--- src/rtl/ysyx_22040365_idu_pkg.sv ---
// ysyx_22040365_idu_pkg
// Shared encodings for the decode stage and its consumers (EXU):
//   inst_type_e - instruction class code carried on out_type
//   alu_op_e    - ALU operation code carried on out_alu_op
//   imm_fmt_e   - immediate format select used inside the IDU
// plus the RV base opcodes and a funct3 -> ALU op helper.
package ysyx_22040365_idu_pkg;

    typedef enum logic [3:0] {
        INST_NONE    = 4'h0,   // reset / never-loaded bundle
        INST_ALU_I   = 4'h1,
        INST_ALU_R   = 4'h2,
        INST_LOAD    = 4'h3,
        INST_STORE   = 4'h4,
        INST_BRANCH  = 4'h5,
        INST_JAL     = 4'h6,
        INST_JALR    = 4'h7,
        INST_LUI     = 4'h8,
        INST_AUIPC   = 4'h9,
        INST_EBREAK  = 4'hA,
        INST_ILLEGAL = 4'hF
    } inst_type_e;

    typedef enum logic [4:0] {
        ALU_ADD  = 5'd0,
        ALU_SUB  = 5'd1,
        ALU_SLL  = 5'd2,
        ALU_SLT  = 5'd3,
        ALU_SLTU = 5'd4,
        ALU_XOR  = 5'd5,
        ALU_SRL  = 5'd6,
        ALU_SRA  = 5'd7,
        ALU_OR   = 5'd8,
        ALU_AND  = 5'd9,
        ALU_BEQ  = 5'd10,
        ALU_BNE  = 5'd11,
        ALU_BLT  = 5'd12,
        ALU_BGE  = 5'd13,
        ALU_BLTU = 5'd14,
        ALU_BGEU = 5'd15
    } alu_op_e;

    typedef enum logic [2:0] {
        IMM_NONE = 3'd0,
        IMM_I    = 3'd1,
        IMM_S    = 3'd2,
        IMM_B    = 3'd3,
        IMM_U    = 3'd4,
        IMM_J    = 3'd5
    } imm_fmt_e;

    localparam logic [6:0] OPC_LOAD     = 7'h03;
    localparam logic [6:0] OPC_OP_IMM   = 7'h13;
    localparam logic [6:0] OPC_AUIPC    = 7'h17;
    localparam logic [6:0] OPC_OP_IMM32 = 7'h1B;
    localparam logic [6:0] OPC_STORE    = 7'h23;
    localparam logic [6:0] OPC_OP       = 7'h33;
    localparam logic [6:0] OPC_LUI      = 7'h37;
    localparam logic [6:0] OPC_OP32     = 7'h3B;
    localparam logic [6:0] OPC_BRANCH   = 7'h63;
    localparam logic [6:0] OPC_JALR     = 7'h67;
    localparam logic [6:0] OPC_JAL      = 7'h6F;
    localparam logic [6:0] OPC_SYSTEM   = 7'h73;

    localparam logic [31:0] INST_WORD_EBREAK = 32'h0010_0073;

    // alt selects SUB over ADD and SRA over SRL (funct7 bit 5 / inst bit 30).
    function automatic alu_op_e alu_from_f3(input logic [2:0] f3, input logic alt);
        case (f3)
            3'b000:  return alt ? ALU_SUB : ALU_ADD;
            3'b001:  return ALU_SLL;
            3'b010:  return ALU_SLT;
            3'b011:  return ALU_SLTU;
            3'b100:  return ALU_XOR;
            3'b101:  return alt ? ALU_SRA : ALU_SRL;
            3'b110:  return ALU_OR;
            default: return ALU_AND;
        endcase
    endfunction

endpackage

--- src/rtl/ysyx_22040365_imm_gen.sv ---
// ysyx_22040365_imm_gen
// Combinational immediate extraction and sign extension to XLEN.
//   inst_i [31:7] : instruction bits above the opcode
//   fmt_i         : immediate format (IMM_NONE yields 0)
//   imm_o         : sign-extended immediate, XLEN bits
module ysyx_22040365_imm_gen
    import ysyx_22040365_idu_pkg::*;
#(
    parameter int XLEN = 64
) (
    input  logic [31:7]     inst_i,
    input  imm_fmt_e        fmt_i,
    output logic [XLEN-1:0] imm_o
);

    logic [31:0] imm32;

    always_comb begin
        imm32 = '0;
        case (fmt_i)
            IMM_I: imm32 = {{20{inst_i[31]}}, inst_i[31:20]};
            IMM_S: imm32 = {{20{inst_i[31]}}, inst_i[31:25], inst_i[11:7]};
            IMM_B: imm32 = {{19{inst_i[31]}}, inst_i[31], inst_i[7],
                            inst_i[30:25], inst_i[11:8], 1'b0};
            IMM_U: imm32 = {inst_i[31:12], 12'b0};
            IMM_J: imm32 = {{11{inst_i[31]}}, inst_i[31], inst_i[19:12],
                            inst_i[20], inst_i[30:21], 1'b0};
            default: imm32 = '0;
        endcase
    end

    // Every format is already sign-extended to 32 bits; widen once more for RV64.
    generate
        if (XLEN == 64) begin : g_ext64
            assign imm_o = {{32{imm32[31]}}, imm32};
        end else begin : g_ext32
            assign imm_o = imm32;
        end
    endgenerate

endmodule

--- src/rtl/ysyx_22040365_idu.sv ---
// ysyx_22040365_idu
// Pipelined RV32I/RV64I instruction decode with a single output register.
//   clk, rst_n          : core clock, async active-low reset
//   in_valid/in_ready   : IFU handshake; in_inst, in_pc carry the fetch
//   flush               : drops the held bundle and any incoming instruction
//   out_valid/out_ready : EXU handshake for the registered decode bundle
//   out_pc, out_type, out_alu_op, out_rs1/rs2/rd, out_ren_rs1/rs2,
//   out_wen_rd, out_imm, out_word : decoded fields
module ysyx_22040365_idu
    import ysyx_22040365_idu_pkg::*;
#(
    parameter int XLEN = 64
) (
    input  logic            clk,
    input  logic            rst_n,
    input  logic            in_valid,
    output logic            in_ready,
    input  logic [31:0]     in_inst,
    input  logic [XLEN-1:0] in_pc,
    input  logic            flush,
    output logic            out_valid,
    input  logic            out_ready,
    output logic [XLEN-1:0] out_pc,
    output logic [3:0]      out_type,
    output logic [4:0]      out_alu_op,
    output logic [4:0]      out_rs1,
    output logic [4:0]      out_rs2,
    output logic [4:0]      out_rd,
    output logic            out_ren_rs1,
    output logic            out_ren_rs2,
    output logic            out_wen_rd,
    output logic [XLEN-1:0] out_imm,
    output logic            out_word
);

    localparam bit IS64 = (XLEN == 64);

    logic [6:0] opcode;
    logic [2:0] f3;
    logic [6:0] f7;
    logic [4:0] rd;

    assign opcode = in_inst[6:0];
    assign rd     = in_inst[11:7];
    assign f3     = in_inst[14:12];
    assign f7     = in_inst[31:25];

    inst_type_e      dec_type;
    alu_op_e         dec_alu;
    imm_fmt_e        dec_fmt;
    logic            dec_ren1, dec_ren2, dec_wen, dec_word, legal;
    logic [XLEN-1:0] dec_imm;

    always_comb begin
        dec_type = INST_ILLEGAL;
        dec_alu  = ALU_ADD;
        dec_fmt  = IMM_NONE;
        dec_ren1 = 1'b0;
        dec_ren2 = 1'b0;
        dec_wen  = 1'b0;
        dec_word = 1'b0;
        legal    = 1'b0;
        case (opcode)
            OPC_OP_IMM: begin
                dec_type = INST_ALU_I;
                dec_fmt  = IMM_I;
                dec_ren1 = 1'b1;
                dec_wen  = 1'b1;
                // inst[30] distinguishes SRAI only; ADDI with that bit set is still ADDI
                dec_alu  = alu_from_f3(f3, (f3 == 3'b101) && in_inst[30]);
                case (f3)
                    3'b001:  legal = (in_inst[31:26] == 6'b0) && (IS64 || !in_inst[25]);
                    3'b101:  legal = !in_inst[31] && (in_inst[29:26] == 4'b0)
                                     && (IS64 || !in_inst[25]);
                    default: legal = 1'b1;
                endcase
            end
            OPC_OP_IMM32: begin
                dec_type = INST_ALU_I;
                dec_fmt  = IMM_I;
                dec_ren1 = 1'b1;
                dec_wen  = 1'b1;
                dec_word = 1'b1;
                dec_alu  = alu_from_f3(f3, (f3 == 3'b101) && in_inst[30]);
                case (f3)
                    3'b000:  legal = IS64;
                    3'b001:  legal = IS64 && (f7 == 7'h00);
                    3'b101:  legal = IS64 && ((f7 == 7'h00) || (f7 == 7'h20));
                    default: legal = 1'b0;
                endcase
            end
            OPC_OP: begin
                dec_type = INST_ALU_R;
                dec_ren1 = 1'b1;
                dec_ren2 = 1'b1;
                dec_wen  = 1'b1;
                dec_alu  = alu_from_f3(f3, f7[5]);
                legal    = (f7 == 7'h00)
                        || ((f7 == 7'h20) && ((f3 == 3'b000) || (f3 == 3'b101)));
            end
            OPC_OP32: begin
                dec_type = INST_ALU_R;
                dec_ren1 = 1'b1;
                dec_ren2 = 1'b1;
                dec_wen  = 1'b1;
                dec_word = 1'b1;
                dec_alu  = alu_from_f3(f3, f7[5]);
                legal    = IS64 && (((f7 == 7'h00) && ((f3 == 3'b000) || (f3 == 3'b001)
                                                       || (f3 == 3'b101)))
                                 || ((f7 == 7'h20) && ((f3 == 3'b000) || (f3 == 3'b101))));
            end
            OPC_LOAD: begin
                dec_type = INST_LOAD;
                dec_fmt  = IMM_I;
                dec_ren1 = 1'b1;
                dec_wen  = 1'b1;
                legal    = (f3 == 3'b000) || (f3 == 3'b001) || (f3 == 3'b010)
                        || (f3 == 3'b100) || (f3 == 3'b101)
                        || (IS64 && ((f3 == 3'b011) || (f3 == 3'b110)));
            end
            OPC_STORE: begin
                dec_type = INST_STORE;
                dec_fmt  = IMM_S;
                dec_ren1 = 1'b1;
                dec_ren2 = 1'b1;
                legal    = (f3 <= 3'b010) || (IS64 && (f3 == 3'b011));
            end
            OPC_BRANCH: begin
                dec_type = INST_BRANCH;
                dec_fmt  = IMM_B;
                dec_ren1 = 1'b1;
                dec_ren2 = 1'b1;
                case (f3)
                    3'b000:  dec_alu = ALU_BEQ;
                    3'b001:  dec_alu = ALU_BNE;
                    3'b100:  dec_alu = ALU_BLT;
                    3'b101:  dec_alu = ALU_BGE;
                    3'b110:  dec_alu = ALU_BLTU;
                    default: dec_alu = ALU_BGEU;
                endcase
                legal = (f3 != 3'b010) && (f3 != 3'b011);
            end
            OPC_JAL: begin
                dec_type = INST_JAL;
                dec_fmt  = IMM_J;
                dec_wen  = 1'b1;
                legal    = 1'b1;
            end
            OPC_JALR: begin
                dec_type = INST_JALR;
                dec_fmt  = IMM_I;
                dec_ren1 = 1'b1;
                dec_wen  = 1'b1;
                legal    = (f3 == 3'b000);
            end
            OPC_LUI: begin
                dec_type = INST_LUI;
                dec_fmt  = IMM_U;
                dec_wen  = 1'b1;
                legal    = 1'b1;
            end
            OPC_AUIPC: begin
                dec_type = INST_AUIPC;
                dec_fmt  = IMM_U;
                dec_wen  = 1'b1;
                legal    = 1'b1;
            end
            OPC_SYSTEM: begin
                dec_type = INST_EBREAK;
                legal    = (in_inst == INST_WORD_EBREAK);
            end
            default: legal = 1'b0;
        endcase

        if (!legal) begin
            dec_type = INST_ILLEGAL;
            dec_alu  = ALU_ADD;
            dec_fmt  = IMM_NONE;
            dec_ren1 = 1'b0;
            dec_ren2 = 1'b0;
            dec_wen  = 1'b0;
            dec_word = 1'b0;
        end
        if (rd == 5'd0) begin
            dec_wen = 1'b0;
        end
    end

    ysyx_22040365_imm_gen #(
        .XLEN   (XLEN)
    ) u_imm_gen (
        .inst_i (in_inst[31:7]),
        .fmt_i  (dec_fmt),
        .imm_o  (dec_imm)
    );

    logic            out_valid_q, out_valid_d;
    logic [XLEN-1:0] out_pc_q, out_imm_q;
    logic [3:0]      out_type_q;
    logic [4:0]      out_alu_q, out_rs1_q, out_rs2_q, out_rd_q;
    logic            out_ren1_q, out_ren2_q, out_wen_q, out_word_q;
    logic            accept, load;

    assign in_ready = !out_valid_q || out_ready;
    assign accept   = in_valid && in_ready;
    // A flush in the same cycle as an accept drops the incoming instruction.
    assign load     = accept && !flush;

    always_comb begin
        if (flush) begin
            out_valid_d = 1'b0;
        end else if (accept) begin
            out_valid_d = 1'b1;
        end else if (out_ready) begin
            out_valid_d = 1'b0;
        end else begin
            out_valid_d = out_valid_q;
        end
    end

    always_ff @(posedge clk or negedge rst_n) begin
        if (!rst_n) begin
            out_valid_q <= 1'b0;
            out_pc_q    <= '0;
            out_imm_q   <= '0;
            out_type_q  <= '0;
            out_alu_q   <= '0;
            out_rs1_q   <= '0;
            out_rs2_q   <= '0;
            out_rd_q    <= '0;
            out_ren1_q  <= 1'b0;
            out_ren2_q  <= 1'b0;
            out_wen_q   <= 1'b0;
            out_word_q  <= 1'b0;
        end else begin
            out_valid_q <= out_valid_d;
            if (load) begin
                out_pc_q   <= in_pc;
                out_imm_q  <= dec_imm;
                out_type_q <= dec_type;
                out_alu_q  <= dec_alu;
                out_rs1_q  <= in_inst[19:15];
                out_rs2_q  <= in_inst[24:20];
                out_rd_q   <= rd;
                out_ren1_q <= dec_ren1;
                out_ren2_q <= dec_ren2;
                out_wen_q  <= dec_wen;
                out_word_q <= dec_word;
            end
        end
    end

    assign out_valid   = out_valid_q;
    assign out_pc      = out_pc_q;
    assign out_type    = out_type_q;
    assign out_alu_op  = out_alu_q;
    assign out_rs1     = out_rs1_q;
    assign out_rs2     = out_rs2_q;
    assign out_rd      = out_rd_q;
    assign out_ren_rs1 = out_ren1_q;
    assign out_ren_rs2 = out_ren2_q;
    assign out_wen_rd  = out_wen_q;
    assign out_imm     = out_imm_q;
    assign out_word    = out_word_q;

endmodule

--- config.mk ---
export PLATFORM = sky130hd
export DESIGN_NAME = ysyx_22040365_idu
export DESIGN_NICKNAME = d
export VERILOG_FILES = /design/src/rtl/ysyx_22040365_idu_pkg.sv /design/src/rtl/ysyx_22040365_imm_gen.sv /design/src/rtl/ysyx_22040365_idu.sv
export SDC_FILE = /design/constraint.sdc
export NUM_CORES = 1
export LEC_CHECK = 0
export BUFFER_PORTS_ARGS = -buffer_cell sky130_fd_sc_hd__buf_2
export CORE_ASPECT_RATIO = 1.2
export CORE_UTILIZATION = 45
export DETAILED_ROUTE_END_ITERATION = 6
export GPL_ROUTABILITY_DRIVEN = 0
export PLACE_DENSITY = 0.77
export SLEW_MARGIN = 10
export SYNTH_ARGS = -nofsm -noshare
export SYNTH_HDL_FRONTEND = slang
export SYNTH_SLANG_ARGS = --single-unit
--- constraint.sdc ---
create_clock -name clk -period 1.93 [get_ports clk]
set_input_delay 0.193 -clock clk [delete_from_list [all_inputs] [get_ports clk]]
set_output_delay 0.193 -clock clk [all_outputs]
set_load 0.01 [all_outputs]
==> flow_summary.ini, run 1 <==
[clock_tree]
postCtsSetupBuffers = 0
clkTransAtPathRegs_ns = 0.06
cts_buffers = 17
h-tree-depth = 4
worstSkewPairLatency_ns = 0.41
clk_path_buf_depth = 2
cts_tree = done
ctsRootBufferMaster = clkbuf_16
clock_sinks = 124

[setup_path]
r2r-start = out_valid
worstSetupPathType = in2reg
r2r_cells = 7
cp.required_ns = 2.18
rr_endpoint = out_imm[21]
path_max_fanout = 11
start_kind = primary input
rrSetupSlack_ns = 0.14
endpoint_kind = flip-flop
worstPathArrival_ns = 2.09

[logic_synthesis]
synth_ff_type = dfrtp_1
synthTopCellsByArea = dfrtp_1 53%, nand2_1 17%, buf_4 4.9%
synth_top_area_frac = 0.534
synthArstFlopShare = 1.00
synth_top_family_by_area = simple AND/OR/NAND/NOR gates
synthSimpleGateAreaFrac = 0.240
synth-edff-count = 0
ys_types = 63
syn_area_um2 = 5810
syn_inst = 638
yosysWarnings = 0
syn-num-nets = 739
seq_area_frac_synth = 0.534
synth-seq-cells = 124
synthMuxAreaShare = 0.00172
syn_area_per_cell_um2 = 9.10
yosysTopAreaCell = dfrtp_1
synth_compound_area_frac = 0.142
synth_fa_ha_area_frac = 0
synth_xor_area_frac = 0

[die]
num_io_pins = 259
die_w_um = 106
core_area_um2 = 12600
dieArea_um2 = 13400
floorplan.die.height_um = 126
num_rows = 45
start_util = 0.461

[grt]
grt_usage = 0.293
antenna_found_initial = 0
grt_pass1_vias = 5989
grt_max_degree = 46
gr-total-overflow = 0
grt_pass1_wl_mm = 30.2

[timing]
fmaxAchievable_mhz = 545
setup_viol = 0
fin_tns_setup_ns = 0
max-slew-margin-rel = 0.308
tightest_slew_ns = 1.04
hold_viol_final = 0
slew_violations = 0
rsz0062_at_grt = no
finalWorstPathRequiredPeriod_ns = 1.84
timing.hold.ws_ns = 0.00886
timing.final.crit_share = 0.951
final.setup_skew_ns = 0.00504

[finish]
drive_above_1_share = 0.387
diodes = 0
syn_to_final_growth_pct = 50.0
nets = 1081

[power_and_ir_drop]
power_density_nw_per_um2 = 851
peakVddDrop_v = 0.000564
finalPower_w = 0.00742
p_leak_nw = 4.73

[hold_path]
hold_end = out_pc[46]
worstHoldStart = in_pc[46]
min_path_type = in2reg
holdPathStages = 3

[detailed_routing]
drtIter0Drc = 324
vias_per_cell = 5.18
drtAntennaViolNets = 0
drc = 0
num_vias = 5992
routed_wl_mm = 19.1
wl_per_cell_um = 16.5
drt-pass1-iter-count = 4

[outcome]
status = completed

[run]
drv_cap = 0

[placement]
dp_hpwl_mm = 12.5
io_buffers = 257
==> stage by stage <==
| stage | std cells | util | area, um2 | worst slack (ns) |
|---|---|---|---|---|
| finish | 1156 | 0.691 | 8710 | 0.0944 |
| global placement | 1059 | 0.592 | 7470 | -0.333 |
| global route | 1156 | 0.691 | 8710 | 0.0218 |
| detailed placement | 1059 | 0.592 | 7470 | -0.370 |
| CTS | 1155 | 0.689 | 8700 | 0.0481 |
| floorplan | 638 | - | 5810 | 0.168 |
==> final cells by class <==
cell class,count,area (um2)
fillers,958,3900
flip-flops and latches,124,3100
repair buffers,393,2550
multi-input cells,438,2260
clock buffers,18,429
well taps,164,205
clock inverters,13,144
inverters,6,22.5
==> state kept, by name, summed over array words and instances (netlist names) <==
name	cells
out_word	1
out_rs1	5
out_imm	32
out_wen_rd	1
out_type	4
out_alu_op	4
out_ren_rs1	1
out_valid	1
out_pc	64
out_rs2	5
out_ren_rs2	1
out_rd	5
==> report_power, final <==
group	internal, W	switching (W)
Combinational	0.000593	0.000741
Clock	0.00190	0.00118
Sequential	0.00286	0.000144
==> cell usage after synthesis (5+ instances only) <==
cell	n
nand2_1	266
dfrtp_1	124
buf_4	38
clkbuf_1	25
o21ai_0	21
nor2_1	14
a22oi_1	12
o31ai_1	11
a221o_2	10
nand3_1	9
a21oi_1	7
inv_1	6
buf_6	5
nor2b_1	5
nor3_1	5
==> cells in the final DEF (no fill, tap or decap), types with 3 or more instances in the layout <==
cell type	n
nand2_1	266
buf_2	256
dfrtp_1	124
buf_4	66
dlygate4sd3_1	65
o21ai_0	21
clkbuf_16	17
nor2_1	13
a22oi_1	12
o31ai_1	11
a221o_2	10
nand3_1	9
a21oi_1	7
inv_1	6
buf_12	6
nor3_1	5
nor2b_1	4
nand2b_1	4
a31oi_1	4
o22a_1	4
clkinvlp_4	4
nor4_1	3
and3b_1	3
nor4b_1	3
o21a_1	3
o21ai_1	3
clkinv_4	3
==> worst max-delay path, stage by stage <==
cell and delay, ns:
buf_2 0.18, nor2b_1 0.22, o32ai_1 0.14, a32o_1 0.28
a211oi_2 0.89, o31ai_1 0.19
==> cells by family after synthesis <==
logic type	Yosys count
other cells	1
buf+inv	77
simple gates	331
mux	1
compound gates	104
flops	124
==> worst max path at each step <==
stage | slack, ns | depth (start not counted) | startpoint | to
after global routing | 0.02 | 6 | in_inst[14] | out_alu_op[1]
after global placement | -0.33 | 7 | in_inst[20] | out_imm[6]
after CTS | 0.05 | 7 | in_inst[14] | out_imm[7]
after detailed placement | -0.37 | 7 | in_inst[20] | out_imm[7]
after floorplan | 0.17 | 8 | out_valid | out_alu_op[2]
final | 0.09 | 6 | in_inst[14] | out_alu_op[1]
==> layer usage <==
| metal | routed length (um) | part of all wire | track usage | up-vias |
|---|---|---|---|---|
| met2 | 9730 | 0.51 | 0.511 | 283 |
| met1 | 7260 | 0.38 | 0.333 | 2859 |
| met4 | 630 | 0.033 | 0.135 | 0 |
| met5 | 0 | 0 | 0 | - |
| li1 | - | - | - | 2798 |
| met3 | 1460 | 0.076 | 0.0797 | 52 |
==> timing repair <==
item                                    CTS  global route
endpoints found under the setup margin    0            25
hold buffers                             65             0
endpoints found under the hold margin   166             0
resized for setup                         0             2
Note: power is estimated with default switching activity, not from simulation.
==> inputs of run 2 (changes only) <==
--- a/config.mk
+++ b/config.mk
@@ -7,10 +7,10 @@
 export LEC_CHECK = 0
 export BUFFER_PORTS_ARGS = -buffer_cell sky130_fd_sc_hd__buf_2
 export CORE_ASPECT_RATIO = 1.2
-export CORE_UTILIZATION = 45
+export CORE_UTILIZATION = 48
 export DETAILED_ROUTE_END_ITERATION = 6
 export GPL_ROUTABILITY_DRIVEN = 0
-export PLACE_DENSITY = 0.77
+export PLACE_DENSITY = 0.81
 export SLEW_MARGIN = 10
 export SYNTH_ARGS = -nofsm -noshare
 export SYNTH_HDL_FRONTEND = slang
==> flow_summary.ini, run 2 (same netlist as run 1, synthesis figures left out) <==
[timing]
max-slew-margin-rel = 0.503
rsz0062_at_grt = no
fmaxAchievable_mhz = 543
fin_ws_ns = 0.0879
setup_viol = 0
tightest_slew_ns = 0.740
final.setup_skew_ns = 0.00526
hold_viol_final = 0
slew_violations = 0
timing.hold.ws_ns = 0.0490
finalWorstPathRequiredPeriod_ns = 1.84
timing.final.crit_share = 0.954

[setup_path]
startpoint = in_inst[2]
rrSetupSlack_ns = 0.09
path_buf_inv = 3
cp_num_cells = 8
rr_endpoint = out_imm[21]
slowest_delay_ns = 0.57
r2r_cells = 6
cp.required_ns = 2.28
endpoint_kind = flip-flop
cp_slowest_cell = o32ai_2
start_kind = primary input
endpoint = out_imm[30]
path_max_fanout = 11
worstPathArrival_ns = 2.19
cp_cell_sequence = buf_2 -> buf_4 -> nor2b_1 -> nand4_1 -> o32ai_2 -> buf_4 -> o21ba_2 -> a221o_2
r2r-start = out_valid
crit_top_cell = buf_4
worstSetupPathType = in2reg
crit_family = compound AO/OA/AOI/OAI gates

[power_and_ir_drop]
power.switching_w = 0.00211
p_int_w = 0.00567
pwr-share-clk = 0.443
finalPower_w = 0.00778
p_sw_frac = 0.271
power_density_nw_per_um2 = 897
power.share.combinational = 0.170
peakVddDrop_v = 0.000779
p_leak_nw = 4.70
seqPwrFrac = 0.386

[grt]
grt_usage = 0.318
gr-total-overflow = 0
grt_pass1_vias = 5992
antenna_found_initial = 0
grt_pass1_wl_mm = 29.9
grt_max_degree = 67

[die]
start_util = 0.497
dieArea_um2 = 12500
core_area_um2 = 11700
floorplan.die.height_um = 123
num_rows = 43
die_w_um = 102
num_io_pins = 259

[detailed_routing]
wl_met3_mm = 1.63
drt-pass1-iter-count = 5
drtAntennaViolNets = 0
num_vias = 6092
wl_per_cell_um = 17.1
drc = 0
top_layer_used = met4
wl_met2_mm = 9.57
drtIter0Drc = 371
met1Wirelength_mm = 7.34
vias_per_cell = 5.36
routed_wl_mm = 19.4

[finish]
diodes = 0
nets = 1068
layout_common_cells = 266 x nand2_1, 256 x buf_2, 124 x dfrtp_1
syn_to_final_growth_pct = 49.4
final_cell_area_um2 = 8670
layout_commonest_cell = nand2_1
largest_reg_flops = 64
drive_above_1_share = 0.379

[clock_tree]
clock_sinks = 124
clkTransAtPathRegs_ns = 0.06
worstSkewPairLatency_ns = 0.41
ctsRootBufferMaster = clkbuf_16
cts_tree = done
cts_buffers = 17
clk_path_buf_depth = 2
h-tree-depth = 4

[placement]
pre_cts_slack_ns = -0.399
dp_hpwl_mm = 11.9
place_area_um2 = 7330
io_buffers = 257

[outcome]
status = completed

[run]
drv_cap = 0

[hold_path]
min_path_type = in2reg
[run 2: changes by cell type in the layout (fill, tap and decap cells not counted), moves of 2 or more]
cell | before | now
clkbuf_8 | 0 | 2
clkinv_2 | 2 | 0
buf_4 | 66 | 53
buf_12 | 6 | 4
bufinv_16 | 2 | 4
[run 2: worst min path at each step]
| stage | from | end | cells past startpoint |
|---|---|---|---|
| after floorplan | rst_n | out_alu_op[0] | 0 |
| after global placement | rst_n | out_pc[2] | 1 |
| after detailed placement | rst_n | out_pc[2] | 1 |
| after CTS | in_valid | out_valid | 3 |
| after global routing | in_valid | out_valid | 3 |
| final | in_valid | out_valid | 3 |
[run 2: area by class of cell]
class / instances / area, um2
clock buffer: 20 / 457
clock inverter: 12 / 186
fill: 817 / 3000
inverter: 6 / 22.5
multi-input combinational: 438 / 2280
sequential: 124 / 3100
tap: 157 / 196
timing repair buffer: 380 / 2430
[run 2: layer usage]
layer	track usage	vias up
li1	-	2769
met1	0.365	2905
met2	0.523	345
met5	0	-
met3	0.0900	73
met4	0.192	0
[run 2: power by group through the flow]
stage	Sequential (W)	Combinational, W	Clock, W
after global placement	0.00302	0.00115	0
after global routing	0.00303	0.00144	0.00361
after floorplan	0.00315	0.000425	0
after CTS	0.00299	0.00128	0.00346
after detailed placement	0.00302	0.00118	0
final	0.00300	0.00133	0.00345
[run 2: repair_timing]
item / CTS / global route
cloned: 0 / 1
endpoints found under the setup margin: 11 / 29
hold buffers: 66 / 0
setup buffers: 0 / 0
hold endpoints to repair: 104 / 0
pin swaps: 0 / 1
gates resized for setup: 1 / 4
[run 2: tightest hold or removal path, stage by stage]
cell and delay (ns):
buf_2 0.10, nor2_1 0.04, nor2_1 0.08
[run 2: through the flow]
stage                     TNS [ns]   util  cells
final                            0  0.743   1137
after global routing             0  0.743   1137
after CTS                        0  0.741   1136
after detailed placement     -9.19  0.628   1038
after global placement       -7.43  0.628   1038
after floorplan                  0      -    638
